File: config.mk
export PLATFORM = sky130hd
export DESIGN_NAME = adrv9001_mssi_sync_sequencer
export DESIGN_NICKNAME = d
export VERILOG_FILES = /design/src/rtl/adrv9001_mssi_sync_sequencer.sv
export SDC_FILE = /design/constraint.sdc
export NUM_CORES = 1
export LEC_CHECK = 0
export ABC_CLOCK_PERIOD_IN_PS = 2900
export CAP_MARGIN = 20
export CORE_AREA = 4 4 57 69
export DETAILED_ROUTE_END_ITERATION = 12
export DIE_AREA = 0 0 61 73
export PLACE_DENSITY_LB_ADDON = 0.3
export RECOVER_POWER = 100
export SLEW_MARGIN = 5
export SYNTH_ARGS = -nofsm -noshare
export SYNTH_HDL_FRONTEND = slang
export SYNTH_SLANG_ARGS = --single-unit
export TNS_END_PERCENT = 5
File: constraint.sdc
create_clock -name clk -period 2.9 [get_ports clk]
set_input_delay 0.58 -clock clk [delete_from_list [all_inputs] [get_ports clk]]
set_output_delay 0.58 -clock clk [all_outputs]
set_load 0.05 [all_outputs]
File: src/rtl/adrv9001_mssi_sync_sequencer.sv
`default_nettype none
// ============================================================================
// Module   : adrv9001_mssi_sync_sequencer
// Brief    : Quiesces the ADRV9001 channel enables, drives a timed mssi_sync
//            pulse, waits for the SSI clocks to settle, then restores enables.
//            Define ADRV9001_MSSI_EXT_SYNC_EN to add the ext_sync trigger input.
// Revision : 1.0 - initial release
// ============================================================================
module adrv9001_mssi_sync_sequencer #(
    parameter int QUIESCE_CYCLES = 16,
    parameter int PULSE_CYCLES   = 100,
    parameter int SETTLE_CYCLES  = 64,
    parameter int CNT_WIDTH      = 16
) (
    input  logic       clk,
    input  logic       resetn,
    input  logic       sync_req,
`ifdef ADRV9001_MSSI_EXT_SYNC_EN
    input  logic       ext_sync,
`endif
    input  logic [3:0] chan_enable_req,
    output logic [3:0] chan_enable,
    output logic       mssi_sync,
    output logic       busy,
    output logic       done,
    output logic [7:0] sync_count
);

    localparam longint c_cnt_max = (longint'(1) << CNT_WIDTH) - 1;

    localparam logic [CNT_WIDTH-1:0] c_quiesce_last = CNT_WIDTH'(QUIESCE_CYCLES - 1);
    localparam logic [CNT_WIDTH-1:0] c_pulse_last   = CNT_WIDTH'(PULSE_CYCLES - 1);
    localparam logic [CNT_WIDTH-1:0] c_settle_last  =
        (SETTLE_CYCLES == 0) ? '0 : CNT_WIDTH'(SETTLE_CYCLES - 1);
    localparam bit                   c_settle_zero  = (SETTLE_CYCLES == 0);

    generate
        if (CNT_WIDTH < 1 || CNT_WIDTH > 32) begin : g_bad_cnt_width
            $error("CNT_WIDTH must be in 1..32");
        end
        if (QUIESCE_CYCLES < 1 || longint'(QUIESCE_CYCLES) > c_cnt_max) begin : g_bad_quiesce
            $error("QUIESCE_CYCLES must be in 1..2^CNT_WIDTH-1");
        end
        if (PULSE_CYCLES < 1 || longint'(PULSE_CYCLES) > c_cnt_max) begin : g_bad_pulse
            $error("PULSE_CYCLES must be in 1..2^CNT_WIDTH-1");
        end
        if (SETTLE_CYCLES < 0 || longint'(SETTLE_CYCLES) > c_cnt_max) begin : g_bad_settle
            $error("SETTLE_CYCLES must be in 0..2^CNT_WIDTH-1");
        end
    endgenerate

    typedef enum logic [2:0] {
        S_IDLE    = 3'd0,
        S_QUIESCE = 3'd1,
        S_PULSE   = 3'd2,
        S_SETTLE  = 3'd3,
        S_DONE    = 3'd4
    } state_t;

    state_t               r_state;
    logic [CNT_WIDTH-1:0] r_cnt;
    logic                 r_pending;
    logic [3:0]           r_chan;
    logic                 r_mssi;
    logic                 r_busy;
    logic                 r_done;
    logic [7:0]           r_count;
    logic                 w_trigger;

`ifdef ADRV9001_MSSI_EXT_SYNC_EN
    logic r_ext_meta;
    logic r_ext_sync;
    logic r_ext_prev;
    logic r_ext_trig;

    // Two-flop synchronizer, then a registered rising-edge detect (3-cycle latency).
    always_ff @(posedge clk) begin
        if (!resetn) begin
            r_ext_meta <= 1'b0;
            r_ext_sync <= 1'b0;
            r_ext_prev <= 1'b0;
            r_ext_trig <= 1'b0;
        end else begin
            r_ext_meta <= ext_sync;
            r_ext_sync <= r_ext_meta;
            r_ext_prev <= r_ext_sync;
            r_ext_trig <= r_ext_sync & ~r_ext_prev;
        end
    end

    assign w_trigger = sync_req | r_ext_trig;
`else
    assign w_trigger = sync_req;
`endif

    always_ff @(posedge clk) begin
        if (!resetn) begin
            r_state   <= S_IDLE;
            r_cnt     <= '0;
            r_pending <= 1'b0;
            r_chan    <= 4'b0;
            r_mssi    <= 1'b0;
            r_busy    <= 1'b0;
            r_done    <= 1'b0;
            r_count   <= 8'd0;
        end else begin
            r_done <= 1'b0;
            // Only one request can be queued while a sequence is running.
            if (r_state != S_IDLE && w_trigger) begin
                r_pending <= 1'b1;
            end

            case (r_state)
                S_IDLE: begin
                    if (w_trigger || r_pending) begin
                        r_state   <= S_QUIESCE;
                        r_busy    <= 1'b1;
                        r_pending <= 1'b0;
                        r_cnt     <= '0;
                        r_chan    <= 4'b0;
                    end else begin
                        r_chan <= chan_enable_req;
                    end
                end

                S_QUIESCE: begin
                    if (r_cnt == c_quiesce_last) begin
                        r_state <= S_PULSE;
                        r_cnt   <= '0;
                        r_mssi  <= 1'b1;
                    end else begin
                        r_cnt <= r_cnt + 1'b1;
                    end
                end

                S_PULSE: begin
                    if (r_cnt == c_pulse_last) begin
                        r_state <= S_SETTLE;
                        r_cnt   <= '0;
                        r_mssi  <= 1'b0;
                    end else begin
                        r_cnt <= r_cnt + 1'b1;
                    end
                end

                S_SETTLE: begin
                    // A zero settle time still spends one cycle here.
                    if (c_settle_zero || r_cnt == c_settle_last) begin
                        r_state <= S_DONE;
                        r_cnt   <= '0;
                        r_done  <= 1'b1;
                        r_chan  <= chan_enable_req;
                        r_count <= r_count + 8'd1;
                    end else begin
                        r_cnt <= r_cnt + 1'b1;
                    end
                end

                S_DONE: begin
                    r_state <= S_IDLE;
                    r_cnt   <= '0;
                    r_busy  <= 1'b0;
                    r_chan  <= chan_enable_req;
                end

                default: begin
                    r_state <= S_IDLE;
                    r_cnt   <= '0;
                    r_busy  <= 1'b0;
                    r_mssi  <= 1'b0;
                    r_chan  <= 4'b0;
                end
            endcase
        end
    end

    assign chan_enable = r_chan;
    assign mssi_sync   = r_mssi;
    assign busy        = r_busy;
    assign done        = r_done;
    assign sync_count  = r_count;

endmodule
`default_nettype wire

==> impl_summary.log, run 1 <==
[metrics] result of the run: complete, no violations
[metrics] die height: 73 um
[metrics] placement row count: 23
[metrics] relative slew slack: 0.535
[metrics] Clock Pin Slew Worst Setup and Hold Paths: 0.06 ns
[metrics] first-iteration detailed-routing DRC count: 49
[metrics] Crit Reg-Reg Startpoint: r_cnt[10]
[metrics] Yosys reg bits: 35
[metrics] mean instance size in the synthesized netlist: 8.67 sq um
[metrics] number of unique standard cell types used by synthesis: 42
[metrics] type of the setup path with the least slack: flop to flop
[metrics] Syn Nets: 205
[metrics] total negative slack: 0 ns
[metrics] ranking of synthesized cells by instance count: 35 x sky130_fd_sc_hd__dfxtp_1, 28 x sky130_fd_sc_hd__nor2_1, 17 x sky130_fd_sc_hd__nand2_1
[metrics] leading area contributor after synthesis: sky130_fd_sc_hd__dfxtp_1
[metrics] core region area: between 3000 and 4000 sq um
[metrics] Fin Hold WS: 0.468 ns
[metrics] starting utilization of the core area: 0.518
[metrics] data required time of the worst path: 3.06 ns
[metrics] Pre-Repair DR Iteration Count: 4
[metrics] Synth top area share: 0.412
[metrics] post-synthesis adder-cell area fraction: 0.0147
[metrics] max-cap viol count: 0
[metrics] RSZ-0062 raised after global routing: false
[metrics] total via count in the routed design: 1,452
[metrics] sum of net half-perimeters after detailed placement: 2660 um
[metrics] vias in the first global route: 1,344
[metrics] total I/O pin count: 22
[metrics] post-CTS setup buffer count: 0
[metrics] pin count of the biggest net entering global routing: 18
[metrics] fraction of the yosys area taken by sequential cells: 0.412
[metrics] CP Data Arrival Time: 2.62 ns
[metrics] compound-gate portion of the synthesized area: 0.0810
[metrics] fraction of registers with async set/reset: 0
[metrics] worst flop-to-flop path endpoint: r_cnt[8]
[metrics] synthesis-to-layout area growth: 16.6%
[metrics] via count normalized by instance count: between 5 and 6
[metrics] Mapped Cells: 196
[metrics] initial antenna violation count: 0
[metrics] start point of the critical path: r_cnt[10]
[metrics] most used flip-flop cell after synthesis: sky130_fd_sc_hd__dfxtp_1
[metrics] mapped cell area: 1700 sq um
[metrics] post-synthesis share of cell area spent on xor and xnor gates: 0.0979
[metrics] count leader, synth: sky130_fd_sc_hd__dfxtp_1
[metrics] standby leakage power: 0.810 nW
[metrics] mux contribution to synthesized area: 0.0353
[metrics] Nets: 227
[metrics] number of synthesized flops with an enable pin: 0
[metrics] wire length of the first global-routing pass: 5860 um
[metrics] Worst Hold Class: flop to flop
[metrics] Slew @ Worst Pin: 0.691 ns
[metrics] highest attainable clock frequency: 406 MHz
[metrics] number of buffer cells added on primary ports: 21
[metrics] minimum clock period: 2.47 ns
[metrics] Resize count post-CTS: 0
[metrics] Area contributors post-synth: sky130_fd_sc_hd__dfxtp_1 41%, sky130_fd_sc_hd__xor2_1 8.2%, sky130_fd_sc_hd__nor2_1 6.2%
[metrics] Worst Reg-to-Reg Cells: 6
[metrics] Final ANT Viol Nets: 0
[metrics] DRC Markers: 0
[metrics] number of H-tree branching levels: 2
[metrics] maximum clock skew at final layout: 0.00642 ns
[metrics] number of antenna diodes: 0
[metrics] final hold violation count: 0
[metrics] Routed wire per std cell: 14.0 um
[metrics] max-slew violation count: 0
[metrics] Pwr Density: 456 nW/um^2
[metrics] die outline area: 4450 sq um
[metrics] Total Routed Length: 3560 um
[metrics] worst IR drop on VDD: roughly 0.00029 V
[metrics] Setup crit end: r_cnt[8]
[metrics] Die Wd: 61 um
[metrics] final weighted congestion in routability-driven placement: 0.803
[metrics] TritonCTS clock tree: done
[metrics] number of buffers added by the clock tree synthesis step: 5
[metrics] Final setup viols: 0
[metrics] endpoint class of the critical path: flop
[metrics] cell chosen for the clock root: sky130_fd_sc_hd__clkbuf_8
[metrics] clock latency reported for the late side of the worst-skew pair: 0.29 ns
[metrics] register-to-register setup slack: 0.43 ns
[metrics] grt ovf: 0
[metrics] combined global-route utilization of all metal layers: 0.176
[metrics] top fanout value on the critical path: 11
[metrics] clk sink count: 35
[metrics] period utilisation layout: 0.850
[metrics] Syn. warnings: 0
[metrics] largest buffer count on any clock path: 2
[metrics] fraction of the mapped netlist area in simple logic gates: 0.337
[metrics] hold_buf cts: 0
[metrics] startpoint type of the worst setup path: flop
[metrics] share of cells above drive strength 1: 0.0461
[metrics] main combinational cell family by area after synthesis: simple AND/OR/NAND/NOR gates
-- layout make-up --
cell class / count / area, sq um
Clock buffer: 6 / 72.6
Timing Repair Buffer: 22 / 218
Inverter: 2 / 7.51
Tap cell: 37 / 46.3
Sequential cell: 35 / 701
Multi-Input combinational cell: 152 / 936
Fill cell: 307 / 1300
-- power breakdown --
part	switching [mW]	total, mW	internal [mW]
clock	0.158	0.318	0.160
sequential	0.00774	0.497	0.490
combinational	0.0540	0.0885	0.0344
total	0.220	0.904	0.684
-- routing by layer --
layer,track usage,part of all wire
met1,0.180,0.41
met2,0.325,0.52
met3,0.0513,0.051
met4,0.0723,0.019
met5,0,0
-- through the flow --
step / power (mW) / cell area, sq um / setup WS (ns) / std cells / util
after floorplan: 0.574 / 1700 / 0.754 / 196 / -
after global placement: 0.597 / 1930 / 0.569 / 248 / 0.589
after detailed placement: 0.600 / 1930 / 0.472 / 248 / 0.589
after CTS: 0.917 / 2010 / 0.447 / 254 / 0.611
after global routing: 0.939 / 1980 / 0.174 / 254 / 0.604
final: 0.904 / 1980 / 0.434 / 254 / 0.604
-- sequential cells by signal, summed over array words and instances (netlist names) --
signal       flops
sync_count       8
r_pending        1
busy             1
done             1
mssi_sync        1
chan_enable      4
r_cnt           16
r_state          3
-- cell families after synthesis --
logic type      Yosys count
compound gates           19
simple gates            106
fa+ha+maj                 2
xor+xnor                 19
flops                    35
mux                       6
buf+inv                   9
-- critical path, stage by stage (launching register included) --
cell and delay (ns):
sky130_fd_sc_hd__dfxtp_1 0.38, sky130_fd_sc_hd__or4_1 0.60, sky130_fd_sc_hd__or4_1 0.53, sky130_fd_sc_hd__o21ai_2 0.21, sky130_fd_sc_hd__nand3_1 0.14, sky130_fd_sc_hd__o21ai_2 0.38, sky130_fd_sc_hd__nor2_1 0.10
-- cell usage in the layout (no fill, tap or decap), types with 3 or more instances in the layout --
cell type                         count
sky130_fd_sc_hd__dfxtp_1             35
sky130_fd_sc_hd__nor2_1              28
sky130_fd_sc_hd__nand2_1             17
sky130_fd_sc_hd__dlygate4sd3_1       17
sky130_fd_sc_hd__xor2_1              16
sky130_fd_sc_hd__nand3_1             14
sky130_fd_sc_hd__nand4_1              8
sky130_fd_sc_hd__nor3_1               6
sky130_fd_sc_hd__mux2i_1              6
sky130_fd_sc_hd__and3_1               5
sky130_fd_sc_hd__nand3b_1             5
sky130_fd_sc_hd__a21oi_1              5
sky130_fd_sc_hd__clkbuf_8             5
sky130_fd_sc_hd__or4_1                4
sky130_fd_sc_hd__and2_1               4
sky130_fd_sc_hd__nor2b_1              4
sky130_fd_sc_hd__clkdlybuf4s50_1      4
sky130_fd_sc_hd__nor4_1               3
sky130_fd_sc_hd__xnor2_1              3
-- worst min path at each step --
stage | start | end | slack [ns] | depth (start not counted)
global route | r_cnt[1] | r_cnt[1] | 0.50 | 2
detailed placement | r_cnt[1] | r_cnt[1] | 0.47 | 2
finish | r_cnt[1] | r_cnt[1] | 0.47 | 2
CTS | r_cnt[1] | r_cnt[1] | 0.47 | 2
floorplan | r_cnt[1] | r_cnt[1] | 0.44 | 2
global placement | r_cnt[1] | r_cnt[1] | 0.46 | 2
Note: power is estimated with default switching activity, not from simulation.
==> inputs of run 2 (changes only) <==
--- a/config.mk
+++ b/config.mk
@@ -7,9 +7,9 @@
 export LEC_CHECK = 0
 export ABC_CLOCK_PERIOD_IN_PS = 2900
 export CAP_MARGIN = 20
-export CORE_AREA = 4 4 57 69
+export CORE_AREA = 4 4 62 64
 export DETAILED_ROUTE_END_ITERATION = 12
-export DIE_AREA = 0 0 61 73
+export DIE_AREA = 0 0 66 68
 export PLACE_DENSITY_LB_ADDON = 0.3
 export RECOVER_POWER = 100
 export SLEW_MARGIN = 5
==> run 2 against run 1 <==
  * Setup slack got worse by 0.048 ns
  * Routed wire length increased by 1.7%
  * Cell count increased by 4.3%
  * Maximum frequency decreased by 1.9%
  * Largest cell class unchanged
  * Largest power group unchanged
==> impl_summary.log, run 2 (synthesis gave the netlist of run 1 again) <==
[metrics] combined global-route utilization of all metal layers: 0.183
[metrics] vias in the first global route: 1,416
[metrics] final core utilization: 0.611
[metrics] Fillers: 301
[metrics] Reg power frac: 0.523
[metrics] highest attainable clock frequency: 398 MHz
[metrics] final instance count without filler cells: 265
[metrics] Net Sw Frac: 0.235
[metrics] Nets: 227
[metrics] Total Routed Length: 3620 um
[metrics] largest buffer count on any clock path: 2
[metrics] cell chosen for the clock root: sky130_fd_sc_hd__clkbuf_4
[metrics] Slew @ Worst Pin: between 0.6 and 0.7 ns
[metrics] result of the run: complete, no violations
[metrics] placement row count: 21
[metrics] first-iteration detailed-routing DRC count: between 100 and 150
[metrics] synthesis-to-layout area growth: 18.0%
[metrics] wire length of the first global-routing pass: 6300 um
[metrics] Fin Hold WS: 0.489 ns
[metrics] number of buffers added by the clock tree synthesis step: 5
[metrics] minimum clock period: between 2 and 3 ns
[metrics] total negative slack: 0 ns
[metrics] number of antenna diodes: 0
[metrics] cell count after placement: 257
[metrics] clk sink count: 35
[metrics] die outline area: approximately 4500 sq um
[metrics] max-slew violation count: 0
[metrics] maximum clock skew at final layout: 0.00903 ns
[metrics] Pwr Density: approximately 470 nW/um^2
[metrics] Worst Reg-to-Reg Cells: 6
[metrics] final hold violation count: 0
[metrics] register-to-register setup slack: 0.39 ns
[metrics] starting utilization of the core area: 0.517
[metrics] startpoint type of the worst setup path: flop
[metrics] share of cells above drive strength 1: 0.0594
[metrics] period utilisation layout: 0.867
[metrics] Pre-Repair DR Iteration Count: 4
[metrics] relative slew slack: 0.541
[metrics] worst flop-to-flop path endpoint: r_cnt[8]
[metrics] die height: between 60 and 70 um
[metrics] Clock Pin Slew Worst Setup and Hold Paths: 0.11 ns
[metrics] portion of total power attributed to the clock network: 0.384
[metrics] max-cap viol count: 0
[metrics] data required time of the worst path: 3.11 ns
[metrics] Final ANT Viol Nets: 0
[metrics] leading cell type in the layout, fill and taps excluded: sky130_fd_sc_hd__dfxtp_1
[metrics] clock latency reported for the late side of the worst-skew pair: 0.34 ns
[metrics] Min-Delay Endpoint: r_cnt[1]
[metrics] post-layout instance area: 2010 sq um
[metrics] via count normalized by instance count: 5.53
[metrics] internal power: a little over 0.7 mW
[metrics] proportion of power drawn by combinational gates: 0.093
[metrics] register name with the most flops: r_cnt
[metrics] worst IR drop on VDD: slightly above 0.0003 V
[metrics] RSZ-0062 raised after global routing: false
[metrics] Die Wd: 66 um
[metrics] core region area: 3280 sq um
[metrics] max reg flops: 16
[metrics] initial antenna violation count: 0
[metrics] Crit Reg-Reg Startpoint: r_cnt[10]
[metrics] number of buffer cells added on primary ports: 21
[metrics] Final setup viols: 0
[metrics] startpoint of the most critical hold path: r_cnt[1]
[metrics] CP Data Arrival Time: 2.73 ns
[metrics] type of the setup path with the least slack: flop to flop
[metrics] sum of net half-perimeters after detailed placement: around 2700 um
[metrics] Resize count post-CTS: 0
[metrics] DRC Markers: 0
[metrics] Routed wire per std cell: roughly 14 um
[metrics] post-CTS setup buffer count: 0
[metrics] hold_buf cts: 0
[metrics] standby leakage power: 0.821 nW
[metrics] final weighted congestion in routability-driven placement: 0.828
[metrics] pin count of the biggest net entering global routing: 18
[metrics] commonest cells after routing, fill and taps aside: 35 x sky130_fd_sc_hd__dfxtp_1, 28 x sky130_fd_sc_hd__nor2_1, 17 x sky130_fd_sc_hd__nand2_1, 17 x sky130_fd_sc_hd__dlygate4sd3_1, 16 x sky130_fd_sc_hd__xor2_1
[metrics] number of H-tree branching levels: 2
[metrics] Switching Power: roughly 0.22 mW
[metrics] total via count in the routed design: about 1,500
[metrics] top fanout value on the critical path: 11
[metrics] total I/O pin count: 22
[metrics] Cells on Worst Hold Path: 2
[metrics] endpoint class of the critical path: flop
[metrics] Worst Hold Class: flop to flop
[metrics] post-detailed-placement cell area: 1940 sq um
[metrics] TritonCTS clock tree: done
[metrics] grt ovf: 0
run 2: critical path, stage by stage (launching register included):
cell                      delay [ns]
sky130_fd_sc_hd__dfxtp_1        0.39
sky130_fd_sc_hd__or4_1          0.60
sky130_fd_sc_hd__or4_1          0.54
sky130_fd_sc_hd__o21ai_2        0.21
sky130_fd_sc_hd__nand3_1        0.15
sky130_fd_sc_hd__o21ai_2        0.39
sky130_fd_sc_hd__nor2_1         0.11
run 2: through the flow:
step	setup slack [ns]	power (mW)
2_1_floorplan	0.754	0.574
3_3_place_gp	0.567	0.596
3_5_place_dp	0.479	0.600
4_1_cts	0.471	0.962
5_1_grt	0.205	0.991
6_report	0.386	0.950
run 2: layout make-up:
cell class	count	area (sq um)	share of cell area
Clock inverter	2	35.0	0.0175
Timing Repair Buffer	22	218	0.109
Tap cell	46	57.6	0.0287
Sequential cell	35	701	0.349
Clock buffer	6	51.3	0.0256
Multi-Input combinational cell	152	936	0.467
Inverter	2	7.51	0.00374
run 2: power by group through the flow:
| stage | Combinational, mW | Sequential (mW) | Clock (mW) |
|---|---|---|---|
| after floorplan | 0.0552 | 0.519 | 0 |
| after CTS | 0.0923 | 0.497 | 0.373 |
| after global placement | 0.0889 | 0.507 | 0 |
| final | 0.0888 | 0.497 | 0.365 |
| after global routing | 0.0977 | 0.499 | 0.394 |
| after detailed placement | 0.0918 | 0.508 | 0 |
run 2: how the worst max path moves through the flow:
stage | startpoint | endpoint | slack [ns] | cells past startpoint
floorplan | r_cnt[10] | r_cnt[0] | 0.75 | 7
global placement | r_cnt[10] | r_cnt[14] | 0.57 | 6
detailed placement | r_cnt[10] | r_cnt[8] | 0.48 | 6
CTS | r_cnt[10] | r_cnt[8] | 0.47 | 6
global route | r_cnt[10] | r_cnt[8] | 0.20 | 6
finish | r_cnt[10] | r_cnt[8] | 0.39 | 6
run 2: layer usage:
metal / share of wire / vias up / GRT usage / wire length (um)
met2: 0.49 / 25 / 0.313 / 1760
met3: 0.055 / 7 / 0.0591 / 199
met5: 0 / - / 0 / 0
met1: 0.44 / 700 / 0.213 / 1610
li1: - / 734 / - / -
met4: 0.015 / 0 / 0.0685 / 56
==> inputs of run 3 (changes only) <==
--- a/config.mk
+++ b/config.mk
@@ -10,6 +10,7 @@
 export CORE_AREA = 4 4 62 64
 export DETAILED_ROUTE_END_ITERATION = 12
 export DIE_AREA = 0 0 66 68
+export GPL_TIMING_DRIVEN = 0
 export PLACE_DENSITY_LB_ADDON = 0.3
 export RECOVER_POWER = 100
 export SLEW_MARGIN = 5
==> run 3 against run 2 <==
  * Power fell by 7.2%
  * Die area did not move
  * Design area fell by 0.25%
  * Cell count rose by 1.9%
  * Via count fell by 1.0%
  * Highest routed layer unchanged
==> impl_summary.log, run 3 (synthesis gave the netlist of run 1 again) <==
[metrics] CP Data Arrival Time: 2.65 ns
[metrics] Final ANT Viol Nets: 0
[metrics] portion of total power attributed to the clock network: 0.336
[metrics] type of the setup path with the least slack: flop to flop
[metrics] Reg power frac: 0.560
[metrics] minimum clock period: 2.44 ns
[metrics] starting utilization of the core area: 0.517
[metrics] number of buffers added by the clock tree synthesis step: 5
[metrics] leading cell type in the layout, fill and taps excluded: sky130_fd_sc_hd__dfxtp_1
[metrics] hold_buf cts: 0
[metrics] Die Wd: 66 um
[metrics] initial antenna violation count: 0
[metrics] via count normalized by instance count: around 5.4
[metrics] clock latency reported for the late side of the worst-skew pair: approximately 0.34 ns
[metrics] critical-path cell with the highest stage delay: sky130_fd_sc_hd__or4_1
[metrics] post-layout instance area: approximately 2000 sq um
[metrics] total negative slack: 0 ns
[metrics] Nets: 232
[metrics] die height: ~68 um
[metrics] Crit Reg-Reg Startpoint: r_cnt[10]
[metrics] top fanout value on the critical path: 8
[metrics] startpoint of the most critical hold path: r_cnt[1]
[metrics] RSZ-0062 raised after global routing: false
[metrics] placement row count: 21
[metrics] largest buffer count on any clock path: 2
[metrics] post-CTS setup buffer count: 0
[metrics] total I/O pin count: 22
[metrics] pin count of the biggest net entering global routing: 11
[metrics] commonest cells after routing, fill and taps aside: 35 x sky130_fd_sc_hd__dfxtp_1, 28 x sky130_fd_sc_hd__nor2_1, 17 x sky130_fd_sc_hd__nand2_1
[metrics] Total Routed Length: 3260 um
[metrics] first-iteration detailed-routing DRC count: 95
[metrics] Resize count post-CTS: 0
[metrics] TritonCTS clock tree: done
[metrics] internal power: about 0.67 mW
[metrics] wire length of the first global-routing pass: 5720 um
[metrics] crit-path cells: or4_1 > nor4_1 > a21oi_1 > a21oi_2 > mux2i_1 > nor2_1
[metrics] data required time of the worst path: 3.11 ns
[metrics] grt ovf: 0
[metrics] DRC Markers: 0
[metrics] Routed wire per std cell: approximately 12 um
[metrics] Slew @ Worst Pin: 0.646 ns
[metrics] clk sink count: 35
[metrics] combined global-route utilization of all metal layers: 0.168
[metrics] number of buffer cells added on primary ports: 20
[metrics] highest attainable clock frequency: 410 MHz
[metrics] Final setup viols: 0
[metrics] final hold violation count: 0
[metrics] Clock Pin Slew Worst Setup and Hold Paths: ~0.11 ns
[metrics] endpoint class of the critical path: flop
[metrics] die outline area: 4490 sq um
[metrics] result of the run: complete, no violations
[metrics] post-detailed-placement cell area: around 2000 sq um
[metrics] core region area: roughly 3300 sq um
[metrics] worst IR drop on VDD: 0.000327 V
[metrics] Switching Power: 0.214 mW
[metrics] max-slew violation count: 0
[metrics] vias in the first global route: 1,327
[metrics] cell chosen for the clock root: sky130_fd_sc_hd__clkbuf_4
[metrics] Pre-Repair DR Iteration Count: 4
[metrics] Fillers: roughly 300
[metrics] crit-path leading delay family: simple AND/OR/NAND/NOR gates
[metrics] max-cap viol count: 0
[metrics] Worst Hold Class: flop to flop
[metrics] period utilisation layout: 0.840
[metrics] number of H-tree branching levels: 2
[metrics] relative slew slack: 0.568
[metrics] sum of net half-perimeters after detailed placement: 2430 um
[metrics] synthesis-to-layout area growth: 17.7%
[metrics] proportion of power drawn by combinational gates: 0.105
[metrics] startpoint type of the worst setup path: flop
[metrics] share of cells above drive strength 1: 0.0536
[metrics] Crit path largest cell delay: 0.63 ns
[metrics] standby leakage power: about 0.81 nW
[metrics] Buffers & Inverters on Critical Path: 0
[metrics] total via count in the routed design: 1,451
[metrics] final weighted congestion in routability-driven placement: 0.764
[metrics] register name with the most flops: r_cnt
[metrics] Net Sw Frac: 0.243
[metrics] maximum clock skew at final layout: 0.0136 ns
[metrics] number of antenna diodes: 0
[metrics] max reg flops: 16
[metrics] start point of the critical path: r_cnt[10]
[metrics] Pwr Density: 441 nW/um^2
-- run 3: cell count changes in the layout (fill, tap and decap cells not counted), sizes merged --
| cell | before | now |
|---|---|---|
| bufinv | 1 | 0 |
| clkinv | 2 | 1 |
| dlygate4sd3 | 17 | 16 |
| clkbuf | 6 | 14 |
-- run 3: worst paths after layout --
path / cells past startpoint / end / slack, ns
worst max-delay path: 6 / chan_enable[3] / 0.46
worst min-delay path: 2 / r_cnt[1] / 0.48
worst max register to register: 6 / chan_enable[3] / 0.46
worst min register to register: 2 / r_cnt[1] / 0.48
-- run 3: power groups by stage --
stage | Combinational [mW] | Sequential [mW] | Clock, mW
final | 0.0925 | 0.494 | 0.296
after global routing | 0.103 | 0.495 | 0.327
after CTS | 0.0961 | 0.494 | 0.307
after detailed placement | 0.0954 | 0.505 | 0
after global placement | 0.0945 | 0.505 | 0
after floorplan | 0.0552 | 0.519 | 0
-- run 3: cell type report --
cell class,count,area [sq um],share of cell area
well taps,46,57.6,0.0288
inverters,2,7.51,0.00375
repair buffers,20,200,0.100
multi-input cells,152,936,0.468
clock buffers,8,68.8,0.0344
flip-flops and latches,35,701,0.350
plain buffers,7,30.0,0.0150
-- run 3: tightest hold or removal path, stage by stage (launching register included) --
cell,delay [ns]
sky130_fd_sc_hd__dfxtp_1,0.33
sky130_fd_sc_hd__nand2_1,0.06
sky130_fd_sc_hd__a21oi_1,0.05
-- run 3: through the flow --
stage               instances  hold slack [ns]  setup slack, ns  power, mW  utilization
floorplan                 196            0.442            0.754      0.574            -
CTS                       270            0.485            0.504      0.897        0.617
global placement          262            0.457            0.549      0.599        0.596
finish                    270            0.482            0.464      0.882        0.609
detailed placement        262            0.471            0.547      0.600        0.596
global route              270            0.528            0.264      0.925        0.609
-- run 3: routing by layer --
metal  part of all wire  global-route usage  vias up
li1                   -                   -      743
met1               0.48               0.202      678
met2               0.45               0.274       25
met3              0.050              0.0624        5
met4              0.016              0.0635        0
met5                  0                   0        -
